<file path="src/rtl/cpu_pkg.sv">
// Constants shared by the multicycle datapath and its control FSM.
// The extension-mode encoding must stay in step with the FSM's decode table.
package cpu_pkg;

    typedef enum logic [1:0] {
        EXT_ZERO   = 2'd0,
        EXT_SIGN   = 2'd1,
        EXT_BRANCH = 2'd2,
        EXT_UPPER  = 2'd3
    } ext_mode_t;

    localparam int EXT_MODE_W = 2;

endpackage

</file>
<file path="src/rtl/ext_stage.sv">
// One pipeline slot: a valid bit plus a payload register that loads only on en_i.
// The slot stays full until drain_i, unless en_i refills it in the same cycle.
module ext_stage #(
    parameter int W = 8
) (
    input  logic         clk,
    input  logic         rst_n,
    input  logic         en_i,
    input  logic         drain_i,
    input  logic [W-1:0] d_i,
    output logic         valid_o,
    output logic [W-1:0] q_o
);

    logic         valid_q, valid_d;
    logic [W-1:0] data_q;

    assign valid_d = en_i | (valid_q & ~drain_i);

    always_ff @(posedge clk or negedge rst_n) begin
        if (!rst_n) begin
            valid_q <= 1'b0;
            data_q  <= '0;
        end else begin
            valid_q <= valid_d;
            if (en_i) data_q <= d_i;
        end
    end

    assign valid_o = valid_q;
    assign q_o     = data_q;

endmodule

</file>
<file path="src/rtl/imm_extend_pipe.sv">
// Two-stage immediate extender: S1 widens the immediate, S2 applies the
// branch shift or upper placement. Valid/ready on both sides.
module imm_extend_pipe
    import cpu_pkg::*;
#(
    parameter int IN_W  = 16,
    parameter int OUT_W = 32
) (
    input  logic             clk,
    input  logic             rst_n,
    input  logic             in_valid,
    output logic             in_ready,
    input  logic [IN_W-1:0]  in_imm,
    input  logic [1:0]       in_mode,
    output logic             out_valid,
    input  logic             out_ready,
    output logic [OUT_W-1:0] out_data,
    output logic [1:0]       out_mode
);

    localparam int PAD_W = OUT_W - IN_W;
    localparam int PL_W  = OUT_W + EXT_MODE_W;

    generate
        if (IN_W < 2) begin : g_bad_in_w
            $error("imm_extend_pipe: IN_W must be >= 2");
        end
        if (OUT_W < IN_W + 2) begin : g_bad_out_w
            $error("imm_extend_pipe: OUT_W must be >= IN_W + 2");
        end
    endgenerate

    logic             s1_valid, s2_valid;
    logic [PL_W-1:0]  s1_d, s1_q, s2_d, s2_q;
    logic             in_fire, out_fire, s2_load;
    ext_mode_t        in_mode_e, s1_mode_e;
    logic [OUT_W-1:0] s1_ext, s1_data, s2_data;

    assign out_fire = s2_valid & out_ready;
    assign s2_load  = s1_valid & (~s2_valid | out_fire);
    // Ready never looks at in_valid, so no combinational loop with the producer.
    assign in_ready = ~s1_valid | s2_load;
    assign in_fire  = in_valid & in_ready;

    assign in_mode_e = ext_mode_t'(in_mode);

    always_comb begin
        s1_ext = {{PAD_W{1'b0}}, in_imm};
        case (in_mode_e)
            EXT_SIGN, EXT_BRANCH: s1_ext = {{PAD_W{in_imm[IN_W-1]}}, in_imm};
            default:              s1_ext = {{PAD_W{1'b0}}, in_imm};
        endcase
    end

    assign s1_d = {in_mode, s1_ext};

    ext_stage #(.W(PL_W)) u_s1 (
        .clk     (clk),
        .rst_n   (rst_n),
        .en_i    (in_fire),
        .drain_i (s2_load),
        .d_i     (s1_d),
        .valid_o (s1_valid),
        .q_o     (s1_q)
    );

    assign s1_mode_e = ext_mode_t'(s1_q[PL_W-1 -: EXT_MODE_W]);
    assign s1_data   = s1_q[OUT_W-1:0];

    // UPPER kept the raw immediate in the low bits of S1; move it to the top here.
    always_comb begin
        s2_data = s1_data;
        case (s1_mode_e)
            EXT_BRANCH: s2_data = s1_data << 2;
            EXT_UPPER:  s2_data = {s1_data[IN_W-1:0], {PAD_W{1'b0}}};
            default:    s2_data = s1_data;
        endcase
    end

    assign s2_d = {s1_q[PL_W-1 -: EXT_MODE_W], s2_data};

    ext_stage #(.W(PL_W)) u_s2 (
        .clk     (clk),
        .rst_n   (rst_n),
        .en_i    (s2_load),
        .drain_i (out_fire),
        .d_i     (s2_d),
        .valid_o (s2_valid),
        .q_o     (s2_q)
    );

    assign out_valid = s2_valid;
    assign out_data  = s2_q[OUT_W-1:0];
    assign out_mode  = s2_q[PL_W-1 -: EXT_MODE_W];

endmodule

</file>
<file path="config.mk">
export PLATFORM = sky130hd
export DESIGN_NAME = imm_extend_pipe
export DESIGN_NICKNAME = d
export VERILOG_FILES = /design/src/rtl/cpu_pkg.sv /design/src/rtl/ext_stage.sv /design/src/rtl/imm_extend_pipe.sv
export SDC_FILE = /design/constraint.sdc
export NUM_CORES = 1
export LEC_CHECK = 0
export CAP_MARGIN = 0
export CELL_PAD_IN_SITES_DETAIL_PLACEMENT = 0
export CELL_PAD_IN_SITES_GLOBAL_PLACEMENT = 2
export CORE_MARGIN = 10
export CORE_UTILIZATION = 34
export CTS_CLUSTER_DIAMETER = 120
export DETAILED_ROUTE_END_ITERATION = 10
export GPL_TIMING_DRIVEN = 0
export PLACE_DENSITY = 0.95
export SETUP_SLACK_MARGIN = 0.5
export SYNTH_ARGS = -nofsm -noshare
export SYNTH_HDL_FRONTEND = slang
export SYNTH_SLANG_ARGS = --single-unit
export TNS_END_PERCENT = 10
</file>
<file path="constraint.sdc">
create_clock -name clk -period 2 [get_ports clk]
set_input_delay 0.4 -clock clk [delete_from_list [all_inputs] [get_ports clk]]
set_output_delay 0.4 -clock clk [all_outputs]
set_load 0.02 [all_outputs]
</file>
; ---- Yosys cells after proc, flatten, opt, wreduce, memory -nomap -nowiden
; Cells that the tools add are included.
[totals]
word_cells = 24
reg_bits = 70
[classes]
n_mux = 2
eq_ne = 4
n_reduce_logical = 1
n_bitwise = 13
[ops]
columns = op, n
row1 = $pmux W32 S2, 1
row2 = $mux W32, 1
row3 = $eq A2 B2 Y1 const B, 3
row4 = $and A1 B1 Y1, 5
row5 = $not A1 Y1, 4
row6 = $or A1 B1 Y1, 4
row7 = $eq A2 B1 Y1 const B, 1
row8 = $reduce_or A2 Y1, 1

; ---- Longest topological paths before layout
[depth]
word_depth = 6
mapped_depth = 6
mapped_depth_nobuf = 3

; ---- Cells and area by module
; A second synthesis with hierarchy kept.
[unflattened]
hier_cells = 231
hier_area_um2 = 3472.1
[by_module_without_submodules]
columns = module, cells_per_inst, seq_area_each_um2, area_each_um2, instances
row1 = ext_stage, 75, 875.8, 1450.1, 2
row2 = imm_extend_pipe, 81, 0.0, 571.8, 1

; ---- Worst setup path before layout
; Ideal clock, no wire load.
[synth_path]
path_type = flip-flop to flip-flop
from = reg u_s2.valid_q, in the netlist u_s2.valid_o
to = reg u_s1.data_q[10], in the netlist u_s1.q_o[10]
stages_incl_launch_ff = 5
path_slack_ns = 0.346
period_less_slack_ns = 1.654
t_arrival_ns = 1.530
n_path_buf = 1
path_cell_list = dfrtp_1 > nand3b_1 > nand2_4 > buf_8 > mux2_2
[synth_via]
elab_chain_cells = 5
elab_cells_between_ends = 6
[synth_lines]
columns = item, line
row1 = from (decl), ext_stage.sv:15  ; logic valid_q, valid_d;
row2 = from (signal assigned), ext_stage.sv:25  ; valid_q <= valid_d;
row3 = $and A1 B1 Y1 or $not A1 Y1 (tied branches), "imm_extend_pipe.sv:39, imm_extend_pipe.sv:40"
row4 = $or A1 B1 Y1 *, imm_extend_pipe.sv:40  ; assign s2_load = s1_valid & (~s2_valid | out_fire);
row5 = $and A1 B1 Y1 *, imm_extend_pipe.sv:40
row6 = $or A1 B1 Y1 *, imm_extend_pipe.sv:42  ; assign in_ready = ~s1_valid | s2_load;
row7 = named net in_ready, imm_extend_pipe.sv:12  ; output logic in_ready,
row8 = $and A1 B1 Y1 *, imm_extend_pipe.sv:43  ; assign in_fire = in_valid & in_ready;
row9 = to (signal assigned), ext_stage.sv:26  ; if (en_i) data_q <= d_i;
row10 = to (decl), ext_stage.sv:16  ; logic [W-1:0] data_q;
; Mark *: on every way through the listed nets, which the timed path passes. The rest lies on a longest branch.
; A chain may end at the register's enable or synchronous reset.

; ---- Final worst setup path
[layout_path]
from = reg u_s2.data_q[30], in the netlist u_s2.q_o[30]
to = out out_data[30]
[layout_rtl]
columns = item, line
row1 = from (decl), ext_stage.sv:16
row2 = from (signal assigned), ext_stage.sv:26
row3 = to (decl), imm_extend_pipe.sv:17  ; output logic [OUT_W-1:0] out_data,
; No word-level cell between the ends.

==> metrics.txt <==
fmax=between 500 and 600 MHz; core area=7176 µm²; Worst Tran Pin Value=between 0.6 and 0.7 ns; M3 GR Usage=0.03593; final worst slack=approximately 0.30 ns; DRT antenna net count=0; GRT Residual Overflow=0; met2 Use GR=0.1876; Rel. slew slack=0.5718; crit path DAT=~1.3 ns; ANT cells=0; setup TNS=0 ns; First-pass DRT Iterations=4; 1st-iter DRT viols=124; endpoints failing hold=0; starting density of the core=0.3472; syn_area_per_cell=~12 µm²; row cnt=31; I/O Pins=between 50 and 60; Worst path slowest cell=clkdlybuf4s50_1; Post-Syn Area=~2500 µm²; VDD IR max=between 0.3 and 0.4 mV; sequential cell area=1378 µm²; Setup CP Type=reg -> out; Worst setup EP type=primary output; R2R Path End=u_s1.q_o[9]; Max Transition Viols Final=0; clock latency on the worst-skew pair=roughly 0.31 ns; vias per cell=approximately 4.9; Syn Inst Count=~220; Synth area leaders=dfrtp_1 55%, mux2_2 11%, a21oi_1 8.8%; Crit path largest cell delay=around 0.61 ns; met1 Use GR=0.1533; layout cells sized above 1=0.1915; CTS Buffer Depth=2; die area=roughly 11000 µm²; Crit path buffers/inverters=1; status=finished clean; Top Usage Layer GRT=met2; DIE WIDTH=105.6 µm; Yosys reg bits=between 50 and 60; CTS root buf=clkbuf_8; dpl cell area=between 3000 and 4000 µm²; hold crit path type=in -> async; Worst path top cell family by delay=buffers and inverters; yosys warns=0; P_leak=approximately 0.0014 µW; WL/cell=roughly 17 µm; r2r startpoint=u_s2.valid_o; Power Dens Cells=between 1000 and 1500 nW/µm²; fin crit period=~1.7 ns; clock sinks=55; GRT Resource Usage Total=0.1182; CTS H-Tree Depth=2; Worst Skew=0.01254 ns; clock power share=0.189; Post-synth top cells=55 x dfrtp_1, 44 x a21oi_1, 28 x a31oi_1; area of the multi-input gates=roughly 1000 µm²; Switching Fraction=0.3477; Tcrit/Tclk final=0.8501; Synth top area share=0.5525; post-detail-place hpwl=4941 µm; MaxCap Viol Count=0; initial antenna violation count=0; worst-case reg-to-reg path depth=5; Worst EP required=around 1.6 ns; combinational share of power=0.362; EDFF count, synth=0; critical path peak fanout=2; most frequent cell after synthesis=dfrtp_1; Worst-path clk slew=~0.11 ns; Fillers=between 600 and 700; first-pass GRT wire length=approximately 11000 µm; Synth area leader=dfrtp_1; sequential share of the synthesized area=0.5525; ys async rst share=1.000; Die Y=105.6 µm; Synth cell types=21; Net Sw Power=about 1200 µW; vias in the first global route=roughly 2.1k; Post-route DRC=0; final setup vio count=0; overall routed net length=6461 µm; nets=slightly above 300; Seq pwr share=0.449; TritonCTS Buffers=5; GPL Wtd Cong=0.8190; largest net degree at the start of global routing=29; RSZ-0062 raised after global routing=true; Vias=1883; Area Growth Syn to Fin=34.35%; Layout Cell Area excl Fill=around 3300 µm²; Cell Chain, Critical Path=clkdlybuf4s50_1; Worst Setup Start Kind=register; Pint=2194 µW; r2r setup slk=about 0.58 ns; input/output buffers=57; syn_nets=237; ys flop type=dfrtp_1; hold buffers post-CTS=0; CTS tree=built; DP Worst Slack=-0.1906 ns
final cells by class:
| class | count | share of cell area |
|---|---|---|
| sequential | 55 | 0.4116 |
| multi-input combinational | 139 | 0.3036 |
| timing repair buffer | 59 | 0.1802 |
| buffer | 21 | 0.03963 |
| tap | 99 | 0.03701 |
| clock buffer | 5 | 0.02056 |
| clock inverter | 3 | 0.007477 |
state kept, by name, indices dropped and copies added (netlist names):
register / cells
u_s1.q_o: 19
u_s2.valid_o: 1
u_s1.valid_o: 1
u_s2.q_o: 34
logic make-up after synthesis:
kind of cell	Yosys count	synth area share
AOI/OAI and AO/OA	74	0.1673
and+or+nand+nor	38	0.1070
DFF	55	0.5525
xor gates and xnor gates	1	0.003516
muxes	26	0.1165
buffers and inverters	21	0.05324
worst max-delay path by stage:
stage               cells after the start  slack, ns         start      endpoint
floorplan                               4       0.44     out_ready  u_s1.q_o[10]
global placement                        1      -1.29         rst_n  u_s2.valid_o
detailed placement                      3      -0.19     out_ready      in_ready
CTS                                     1       0.29  u_s2.q_o[30]  out_data[30]
global route                            3       0.26     out_ready      in_ready
finish                                  1       0.30  u_s2.q_o[30]  out_data[30]
worst reg2reg max path: cells and delay by family, from the launching register on:
| kind | cells | cell delay [ns] |
|---|---|---|
| simple gates | 2 | 0.26 |
| buf+inv | 2 | 0.36 |
| mux | 1 | 0.31 |
| flops | 1 | 0.40 |
power by group through the flow:
stage	Sequential (µW)	Clock, µW	Combinational, µW
after floorplan	1720	0	477
after global placement	1530	0	1240
after global routing	1550	688	1330
after CTS	1510	649	1250
final	1510	634	1220
after detailed placement	1540	0	1260
repair_timing:
item / 4_1_cts / 5_1_grt
hold endpoints to repair: 0 / 0
gates resized for setup: 8 / 6
pin swaps: 0 / 0
setup buffers: 1 / 0
setup endpoints to repair: 60 / 68
cell usage in the layout, fill, tap and decap left out, types with 2 or more instances in the layout:
| master | Yosys | layout |
|---|---|---|
| nand2b_1 | 16 | 16 |
| buf_6 | 4 | 4 |
| nor2b_1 | 2 | 2 |
| mux2_2 | 24 | 15 |
| a21oi_1 | 44 | 44 |
| nand3b_1 | 15 | 15 |
| dlymetal6s2s_1 | 0 | 6 |
| clkinv_4 | 0 | 2 |
| mux2_4 | 0 | 9 |
| mux2i_1 | 2 | 2 |
| clkbuf_1 | 8 | 8 |
| clkbuf_8 | 0 | 5 |
| buf_4 | 1 | 2 |
| clkdlybuf4s50_1 | 0 | 44 |
| a31oi_1 | 28 | 28 |
| buf_2 | 7 | 8 |
| dfrtp_1 | 55 | 54 |
| dlygate4sd2_1 | 0 | 5 |
per-layer routing:
metal	up-vias	wire length, µm
met3	4	336
met1	918	2999
met5	-	0
li1	916	-
met4	0	49
met2	45	3076
through the flow:
stage	cells	hold slack, ns	util	total power [µW]
after floorplan	215	0.1044	-	2195
after global placement	371	0.4949	0.4488	2770
after detailed placement	372	0.4635	0.4509	2795
after CTS	381	0.1152	0.4643	3412
after global routing	381	0.1358	0.4664	3563
final	381	0.09493	0.4664	3364
No activity file was read; power rests on OpenSTA's default activity.
